<file path="config.mk">
export PLATFORM = sky130hd
export DESIGN_NAME = hand_dealer
export DESIGN_NICKNAME = d
export VERILOG_FILES = /design/src/rtl/card_pkg.sv /design/src/rtl/card_counter.sv /design/src/rtl/hand_dealer.sv
export SDC_FILE = /design/constraint.sdc
export NUM_CORES = 1
export LEC_CHECK = 0
export CAP_MARGIN = 20
export CORE_MARGIN = 2
export CORE_UTILIZATION = 46
export DETAILED_ROUTE_END_ITERATION = 12
export GPL_TIMING_DRIVEN = 0
export PLACE_DENSITY = 0.84
export SLEW_MARGIN = 20
export SYNTH_ARGS = -nofsm -noshare
export SYNTH_HDL_FRONTEND = slang
export SYNTH_SLANG_ARGS = --single-unit
</file>
<file path="constraint.sdc">
create_clock -name slow_clock -period 3.8 [get_ports slow_clock]
set_clock_uncertainty 0.1 [all_clocks]
set_input_delay 0.76 -clock slow_clock [delete_from_list [all_inputs] [get_ports slow_clock]]
set_output_delay 0.76 -clock slow_clock [all_outputs]
set_load 0.01 [all_outputs]
</file>
<file path="src/rtl/card_pkg.sv">
// Shared card types, constants, FSM state encoding and the baccarat point
// lookup used by the hand dealer and its card counter.
package card_pkg;

  typedef logic [3:0] card_t;

  localparam card_t CARD_EMPTY = 4'd0;
  localparam card_t CARD_MAX   = 4'd13;

  typedef enum logic [1:0] {
    IDLE     = 2'd0,
    ACK      = 2'd1,
    WAIT_LOW = 2'd2
  } state_e;

  // Aces through nines count face value; tens, court cards and empty slots count zero.
  function automatic logic [3:0] card_points(input card_t c);
    if ((c >= 4'd1) && (c <= 4'd9)) begin
      return c;
    end
    return 4'd0;
  endfunction

endpackage

</file>
<file path="src/rtl/card_counter.sv">
// Free-running card source: steps 1..13 on every edge and wraps back to 1,
// so the value captured depends on the edge a request lands on.
module card_counter
  import card_pkg::*;
#(
  parameter int SEED = 1
) (
  input  logic  slow_clock_i,
  input  logic  reset_i,
  output card_t count_o
);

  card_t count_q;

  // NOTE: sequential state is written with non-blocking (<=) assignments so every
  // register samples pre-edge values and the simulation order of blocks cannot matter.
  always_ff @(posedge slow_clock_i) begin
    if (reset_i) begin
      count_q <= card_t'(SEED);
    end else if ((count_q == CARD_EMPTY) || (count_q >= CARD_MAX)) begin
      // Covers both the normal 13 -> 1 wrap and recovery from any illegal value.
      count_q <= 4'd1;
    end else begin
      count_q <= count_q + 4'd1;
    end
  end

  assign count_o = count_q;

endmodule

</file>
<file path="src/rtl/hand_dealer.sv">
// Three-slot card hand: captures the running counter value on a request,
// acknowledges with a one-cycle pulse, and reports the baccarat score.
module hand_dealer
  import card_pkg::*;
#(
  parameter int SEED = 1
) (
  input  logic       slow_clock,
  input  logic       reset,
  input  logic       deal_req,
  input  logic       clear_hand,
  output logic       deal_ack,
  output logic [3:0] card1,
  output logic [3:0] card2,
  output logic [3:0] card3,
  output logic [1:0] num_cards,
  output logic       hand_full,
  output logic [3:0] score
);

  card_t       count;
  state_e      state_q, state_d;
  logic        capture;
  card_t       card1_q, card2_q, card3_q;
  logic [1:0]  num_q;
  logic [4:0]  sum;
  logic [4:0]  sum_mod;

  card_counter #(.SEED(SEED)) u_counter (
    .slow_clock_i (slow_clock),
    .reset_i      (reset),
    .count_o      (count)
  );

  always_ff @(posedge slow_clock) begin
    if (reset) begin
      state_q <= IDLE;
    end else begin
      state_q <= state_d;
    end
  end

  // NOTE: every signal assigned in this block gets a default first, so no path
  // leaves it unassigned and no latch is inferred.
  always_comb begin
    state_d = state_q;
    capture = 1'b0;
    unique case (state_q)
      IDLE: begin
        // A same-edge clear beats the capture: nothing is stored and no ack follows.
        if (deal_req && !hand_full && !clear_hand) begin
          capture = 1'b1;
          state_d = ACK;
        end
      end
      ACK:      state_d = WAIT_LOW;
      WAIT_LOW: if (!deal_req) state_d = IDLE;
      default:  state_d = IDLE;
    endcase
  end

  always_ff @(posedge slow_clock) begin
    if (reset || clear_hand) begin
      card1_q <= CARD_EMPTY;
      card2_q <= CARD_EMPTY;
      card3_q <= CARD_EMPTY;
      num_q   <= 2'd0;
    end else if (capture) begin
      unique case (num_q)
        2'd0:    card1_q <= count;
        2'd1:    card2_q <= count;
        default: card3_q <= count;
      endcase
      num_q <= num_q + 2'd1;
    end
  end

  // Largest possible sum is 9+9+9 = 27, so two conditional subtractions replace a divider.
  always_comb begin
    sum = 5'(card_points(card1_q)) + 5'(card_points(card2_q)) + 5'(card_points(card3_q));
    if (sum >= 5'd20) begin
      sum_mod = sum - 5'd20;
    end else if (sum >= 5'd10) begin
      sum_mod = sum - 5'd10;
    end else begin
      sum_mod = sum;
    end
  end

  assign deal_ack  = (state_q == ACK);
  assign card1     = card1_q;
  assign card2     = card2_q;
  assign card3     = card3_q;
  assign num_cards = num_q;
  assign hand_full = (num_q == 2'd3);
  assign score     = sum_mod[3:0];

endmodule

</file>
==> results of run 1 <==
[area by class of cell]
cell class                      count  area, sq um  share of cell area
Sequential cell                    20        426.7              0.2431
Tap cell                           31        38.79             0.02210
Inverter                            7        26.28             0.01497
Buffer                              5        20.02             0.01140
Multi-Input combinational cell    105        962.2              0.5481
Timing Repair Buffer               27        245.2              0.1397
Clock buffer                        4        36.28             0.02067
[flip-flops by register name, indices dropped and copies added, names as in the netlist]
signal and count:
num_cards 2, card3 4, u_counter.count_o 4, state_q 2
card1 4, card2 4
[cells in the mapped netlist]
cell type  number
and3b_1         1
dfxtp_1        20
nand3_1         2
o211ai_1        2
o21ai_0         5
fa_1            5
xor2_1          2
or4_1           1
nand2_1         2
buf_1           1
nor4_1          1
and2_1          4
or4b_1          1
nor3b_1         5
a211o_1         1
or2_2           1
xnor2_1         2
buf_2           1
nor2b_1        10
nor2_1         18
a311oi_1        1
a21oi_1         4
ha_1           12
mux2i_1        16
or3_1           1
a311o_1         1
inv_1           7
nor4b_4         1
a21boi_0        1
nand3b_1        2
nand2b_1        3
clkbuf_1        3
[power by group through the flow]
stage | Clock, mW | Sequential [mW] | Combinational, mW
after floorplan | 0 | 0.241 | 0.0732
after global placement | 0 | 0.246 | 0.0940
after detailed placement | 0 | 0.248 | 0.0993
after CTS | 0.125 | 0.241 | 0.103
after global routing | 0.130 | 0.244 | 0.118
final | 0.123 | 0.240 | 0.103
[cells by family (layout without fill, tap and decap cells)]
group                      after synthesis  count (layout)  share of synthesized area
adders and majority gates               17              17                     0.1925
buffers and inverters                   12              43                    0.03561
DFF                                     20              20                     0.3080
and+or+nand+nor                         53              53                     0.2406
muxes                                   16              16                     0.1232
AOI/OAI and AO/OA                       15              15                    0.07315
xor gates and xnor gates                 4               4                    0.02695
[metal layers]
layer	vias to the layer above	track usage	wire, um
li1	532	-	-
met1	517	0.2175	1169
met2	23	0.3612	1590
met3	9	0.01587	71
met4	0	0.09967	97
met5	-	0	0
[what timing repair did]
item,4_1_cts,5_1_grt
buffers inserted,2,2
resized for setup,28,9
pin swaps,8,3
endpoints found under the setup margin,3,3
[metrics by stage]
step,setup TNS [ns],total power [mW],hold WS [ns],instances,instance area (sq um)
after floorplan,0,0.3146,0.3354,137,1344
after global placement,-1.144,0.3403,0.3768,191,1613
after detailed placement,-1.553,0.3471,0.4042,191,1613
after CTS,-1.010,0.4694,0.4308,197,1727
after global routing,-1.036,0.4919,0.4529,199,1755
final,-0.8535,0.4661,0.4206,199,1755
[worst register-to-register path, delay by kind of cell (launching register included)]
kind                       cells  cell delay (ns)
adders and majority gates      1             0.25
buffers and inverters          1             0.17
DFF                            1             0.37
muxes                          1             0.18
and+or+nand+nor                3             0.84
[worst paths after layout]
kind	startpoint	to	slack, ns	depth (start not counted)
worst max-delay path	card2[1]	score[1]	-0.42	12
worst min-delay path	u_counter.count_o[0]	u_counter.count_o[0]	0.42	1
worst max register to register	num_cards[0]	card3[2]	1.79	6
worst min register to register	u_counter.count_o[0]	u_counter.count_o[0]	0.42	1
==> run metrics, run 1 <==
first-pass GRT wire length approximately 4.9 mm; # clock sinks 20; post-route DRC violation count 0; total number of vias between 1000 and 1500; I/O Buffers 23; row count 19; crit path cell chain nor2b_4, fa_1, ha_4, fa_2, xor2_4, inv_2, ha_2, nor3b_4, or4_1, a211o_1, o211ai_1, buf_2; Worst-Skew Late Latency about 0.30 ns; Comb power frac 0.221; fill count 223; area share of the largest cell type after synthesis 0.3080; most frequent cells in the layout 20 x clkdlybuf4s50_1, 18 x nor2_1, 16 x mux2i_1, 11 x dfxtp_1, 10 x ha_1; Synth area leaders dfxtp_1 31%, mux2i_1 12%, ha_1 12%; Reg clk slew, reported paths approximately 0.11 ns; internal power around 0.33 mW; I/O Pins 24; CTS buffer count 3; CP Data Required Time slightly below 3 ns; Slew headroom 0.6795; status finished with violations; Die ar. around 3300 sq um; Clk pwr share 0.264; CORE AREA 2710 sq um; clock buffer depth 2; PwrDens between 200 and 300 nW/um^2; sequential cell area fraction in the yosys report 0.3080; Routed WL per cell approximately 15 um; f_max 236.9 MHz; failing checks setup timing; # diodes 0; peak per-stage delay on the critical path 0.51 ns; RePlAce Congestion ~0.81; CP max FO 4; top cell type by total area after synthesis dfxtp_1; max-slew violations 0; Total Wirelength a little under 3 mm; synth unique cells 32; vias in the first global route 1131; Psw 0.1362 mW; number of cells produced by synthesis between 100 and 150; post-synthesis cell area ~1300 sq um; Starting Density 0.4797; CTS tree yes; worst path bufs/invs 2; post-route setup slack -0.4212 ns; worst slew pin tran 0.4808 ns; pin count of the biggest net entering global routing 12; detailed placement HPWL about 2.3 mm; starting DRC count in detailed routing 19; gr ovfl total 0; Seq pwr share 0.516; die height 57.16 um; crit path time final about 4.2 ns; final hold viol count 0; Layout Nets 190; period utilization 1.111; DP Worst Slack -0.6741 ns; post-route ant nets 0; Synth Register Bits 20; fin util 0.6477; Post-CTS Hold Buffers 0; nature of the critical path endpoint output pin; VDD IR-drop max approximately 0.28 mV; Mean Syn Cell Area about 9.5 sq um; # setup viols final 3; most common cell after layout, fill and taps aside clkdlybuf4s50_1; initial antenna violation count 0; Worst Hold Class reg -> reg; Die W approximately 57 um; RSZ-0062 raised after global routing true; YS warnings 0; Slowest-stage cell, CP fa_1; syn nets around 160; sw frac 0.2922; CTS root buf clkbuf_4; type of the worst setup path reg -> out; Layout area overhead 35.03%; layout cell share with drive strength beyond 1 0.2500; Leak about 0.76 nW; WP data arrival between 3 and 4 ns; CP top delay family adder cells; # Max-Cap Violations 0; H-tree lvl count 1; Worst setup SP type flop; Overall Global Routing Usage 0.1936; Via density 5.432; drt pass-1 iters 4
(Power assumes the default switching activity.)
==> run 2, diff against run 1 <==
- PLACE_DENSITY: 0.84 -> 0.86
==> run 2 against run 1 <==
Effect of this change: the flow still finishes with violations (setup timing); first-iteration DRC count is 26% higher; wire length grew 0.61%; worst setup slack gained 0.0021 ns; hold slack better by 0.0043 ns; die area did not move; combinational power about the same; power down 5.9%; register-to-register slack about the same; via count decreased by 0.65%; critical path type unchanged; highest routed layer unchanged.
==> run metrics, run 2 (same netlist as run 1, synthesis figures left out) <==
Post-CTS Hold Buffers 0; post-route ant nets 0; Worst setup SP type flop; Worst-Skew Late Latency ~0.29 ns; most frequent cells in the layout 20 x clkdlybuf4s50_1, 18 x nor2_1, 16 x mux2i_1, 11 x dfxtp_1, 10 x ha_1; CTS root buf clkbuf_4; drt pass-1 iters 4; peak per-stage delay on the critical path around 0.5 ns; f_max 237.0 MHz; row count 19; RSZ-0062 raised after global routing true; dpl cell area about 1600 sq um; RePlAce Congestion approximately 0.84; total number of vias roughly 1100; type of the worst setup path reg -> out; CP Launch Point card2[1]; crit path time final between 4 and 5 ns; # Max-Cap Violations 0; Layout area overhead 36.86%; CP Data Required Time between 2 and 3 ns; failing checks setup timing; max-slew violations 0; CTS tree yes; CTS buffer count 3; CP max FO 5; Die W around 57 um; Worst Hold Class reg -> reg; VDD IR-drop max 0.2771 mV; post-route setup slack -0.4191 ns; crit-path most repeated cell ha_4; # clock sinks 20; Setup crit end score[1]; worst slew pin tran around 0.46 ns; most common cell after layout, fill and taps aside clkdlybuf4s50_1; Routed WL per cell between 10 and 15 um; Slew headroom 0.6953; cell count of the worst reg-to-reg path 6; CORE AREA between 2000 and 3000 sq um; # diodes 0; period utilization 1.110; post-route DRC violation count 0; first-pass GRT wire length about 5.0 mm; WP data arrival 3.36 ns; WHS about 0.42 ns; Starting Density 0.4797; vias in the first global route between 1000 and 1500; detailed placement HPWL ~2.3 mm; Leak 0.7677 nW; Overall Global Routing Usage 0.1936; I/O Pins 24; # setup viols final 3; gr ovfl total 0; H-tree lvl count 1; Total Wirelength approximately 3 mm; final hold viol count 0; initial antenna violation count 0; Reg clk slew, reported paths about 0.10 ns; Slowest-stage cell, CP fa_1; PwrDens approximately 250 nW/um^2; pin count of the biggest net entering global routing 11; Layout Nets 193; status finished with violations; reg2reg setup slack 1.79 ns; RR Endpoint card3[1]; die height 57.16 um; layout cell share with drive strength beyond 1 0.2588; Non-Filler Instances roughly 200; starting DRC count in detailed routing 24; nature of the critical path endpoint output pin; reg2reg start num_cards[0]; fin area between 1500 and 2000 sq um; Via density 5.343; clock buffer depth 2; dpl cells 191; I/O Buffers 23; crit path cell chain nor2b_4, fa_1, ha_4, fa_2, xor2_4, inv_2, ha_4, nor3b_4, or4_1, a211o_1, o211ai_1, buf_2; Die ar. around 3300 sq um
==> run 2: per-stage QoR <==
stage | power, mW | TNS [ns] | setup slack (ns) | utilization
floorplan | 0.3146 | 0 | 0.01471 | -
global placement | 0.3395 | -1.128 | -0.5520 | 0.5951
detailed placement | 0.3472 | -1.668 | -0.6819 | 0.5951
CTS | 0.4434 | -1.076 | -0.4013 | 0.6500
global route | 0.4690 | -1.375 | -0.5224 | 0.6565
finish | 0.4387 | -1.115 | -0.4191 | 0.6565
==> run 2: how the worst min path moves through the flow <==
stage	from	end	slack, ns	depth (start not counted)
floorplan	u_counter.count_o[0]	u_counter.count_o[0]	0.34	1
finish	u_counter.count_o[0]	u_counter.count_o[0]	0.42	1
global placement	u_counter.count_o[0]	u_counter.count_o[0]	0.38	1
CTS	u_counter.count_o[0]	u_counter.count_o[0]	0.42	1
detailed placement	u_counter.count_o[0]	u_counter.count_o[0]	0.40	1
global route	u_counter.count_o[0]	u_counter.count_o[0]	0.46	1
==> run 2: layout make-up <==
type | count | area [sq um]
buffer | 5 | 20.02
clock buffer | 3 | 22.52
fill | 229 | 930.9
inverter | 7 | 26.28
multi-input combinational | 105 | 973.4
sequential | 20 | 426.7
tap | 31 | 38.79
timing repair buffer | 30 | 271.5
==> run 2: routing by layer <==
metal | GRT usage | part of all wire | up-vias
met1 | 0.2117 | 0.40 | 509
met2 | 0.3842 | 0.56 | 25
met5 | 0 | 0 | -
li1 | - | - | 534
met4 | 0.06645 | 0.022 | 0
met3 | 0.01587 | 0.024 | 6
==> run 2: report_power, final <==
group / total (mW) / switching [mW] / leakage [nW] / internal, mW
logic: 0.104 / 0.0521 / 0.585 / 0.0522
clock network: 0.0939 / 0.0571 / 0.0138 / 0.0369
registers: 0.240 / 0.0200 / 0.169 / 0.220
==> run 2: critical path, delay by kind of cell, from the launching register on <==
kind	cells	cell delay [ns]
compound gates	2	0.35
xor+xnor	1	0.19
fa+ha+maj	4	1.25
buf+inv	2	0.23
flops	1	0.37
simple gates	3	0.68
==> run 2: repair_timing <==
item,in CTS,in global routing
gates resized for setup,31,8
pin swaps,11,5
setup buffers,7,0
setup endpoints to repair,3,3
==> run 3, diff against run 2 <==
- CORE_UTILIZATION: 46 -> 50
- CTS_CLUSTER_SIZE: default -> 20
- PLACE_DENSITY: 0.86 -> 0.89
- clock period: 3.8 -> 4.2 ns (I/O delays scaled with it)
==> run 3 against run 2 <==
Effect of this change: the run still ends with setup timing left; global-route usage rose by 4.8 points; combinational power fell by 4%; critical path depth did not move; flip-flop and latch count did not move; largest cell class unchanged.
==> run metrics, run 3 (same netlist as run 1, synthesis figures left out) <==
VDD IR-drop max roughly 0.30 mV; CP Data Required Time 3.26 ns; final hold viol count 0; Overall Global Routing Usage 0.2415; Die W 54.99 um; initial antenna violation count 0; max-slew violations 0; Reg clk slew, reported paths 0.11 ns; total number of vias 1137; reg2reg setup slack 2.09 ns; post-route ant nets 0; Starting Density 0.5247; Layout Nets 200; CTS tree yes; Total Wirelength between 3 and 4 mm; hold path start u_counter.count_o[0]; post-route DRC violation count 0; nature of the critical path endpoint output pin; # Max-Cap Violations 0; Worst Hold Class reg -> reg; # setup viols final 1; most common cell after layout, fill and taps aside clkdlybuf4s50_1; Worst setup SP type flop; hold endpoint u_counter.count_o[0]; type of the worst setup path reg -> out; Die ar. around 3000 sq um; DP Worst Slack -0.6165 ns; RR Endpoint card3[1]; worst slew pin tran ~0.43 ns; dpl cells 190; fin util 0.7460; pin count of the biggest net entering global routing 11; PwrDens about 220 nW/um^2; layout cell share with drive strength beyond 1 0.3164; gr ovfl total 0; Via density approximately 5.5; Non-Filler Instances ~210; WP data arrival roughly 3.4 ns; vias in the first global route approximately 1200; Leak 0.8082 nW; I/O Pins 24; starting DRC count in detailed routing 21; status finished with violations; total power 0.4047 mW; CP max FO 4; Slew headroom 0.7140; CTS buffer count 3; # clock sinks 20; CORE AREA 2477 sq um; reg2reg start num_cards[0]; CTS root buf clkbuf_4; RSZ-0062 raised after global routing true; clock buffer depth 2; post-route setup slack -0.1375 ns; H-tree lvl count 1; hold depth 1; crit path time final approximately 4.3 ns; die height approximately 55 um; # diodes 0; Worst-Skew Late Latency just under 0.3 ns; f_max between 200 and 250 MHz; Routed WL per cell approximately 17 um; Post-CTS Hold Buffers 0; first-pass GRT wire length ~5.2 mm; period utilization 1.033; row count 18; detailed placement HPWL about 2.2 mm; I/O Buffers 23; most frequent cells in the layout 20 x clkdlybuf4s50_1, 18 x nor2_1, 16 x mux2i_1, 12 x buf_4, 11 x dfxtp_1; cell count of the worst reg-to-reg path 6; RePlAce Congestion approximately 0.75; Layout area overhead 42.16%; failing checks setup timing; drt pass-1 iters 4
run 3: metal layers:
metal	vias to the layer above	wire length [um]	GRT usage
li1	554	-	-
met1	562	1410	0.2508
met2	19	1945	0.5079
met3	2	74	0.03226
met4	0	12	0.03659
met5	-	0	0
run 3: cell type report:
class                      instances  area (sq um)
sequential                        20         424.2
buffer                             5         20.02
multi-input combinational        105         989.7
fill                             175         629.4
inverter                           7         26.28
clock buffer                       3         22.52
timing repair buffer              37         327.8
tap                               30         37.54
run 3: how the worst max path moves through the flow:
stage / from / cells past startpoint / endpoint
floorplan: card1[3] / 12 / score[1]
global placement: card1[3] / 13 / score[1]
detailed placement: card1[3] / 13 / score[1]
CTS: card1[1] / 12 / score[1]
global route: card3[2] / 13 / score[1]
finish: card3[1] / 12 / score[1]
run 3: repair_timing:
item,4_1_cts,5_1_grt
setup buffers,14,2
endpoints found under the setup margin,3,3
pin swaps,5,7
gates resized for setup,43,20
hold endpoints to repair,0,0
run 3: per-stage QoR:
stage	instance area, sq um	hold slack [ns]	TNS (ns)
after floorplan	1300	0.3354	0
after global placement	1568	0.3824	-0.9047
after detailed placement	1568	0.3967	-1.384
after CTS	1770	0.4170	-0.1132
after global routing	1848	0.4699	-0.3081
final	1848	0.4163	-0.1375
run 3: power breakdown:
part	switching, mW	internal, mW
Sequential	0.0190	0.200
Combinational	0.0512	0.0484
Clock	0.0531	0.0333
run 3: worst max-delay path, stage by stage, from the launching register on:
cell and delay [ns]:
dfxtp_4 0.39, nor2b_4 0.15, fa_1 0.45, ha_4 0.19, fa_2 0.35, xor2_2 0.21, inv_2 0.06, ha_1 0.18
nor3b_2 0.16, or4_1 0.43, a211o_1 0.29, o211ai_1 0.08, buf_2 0.15
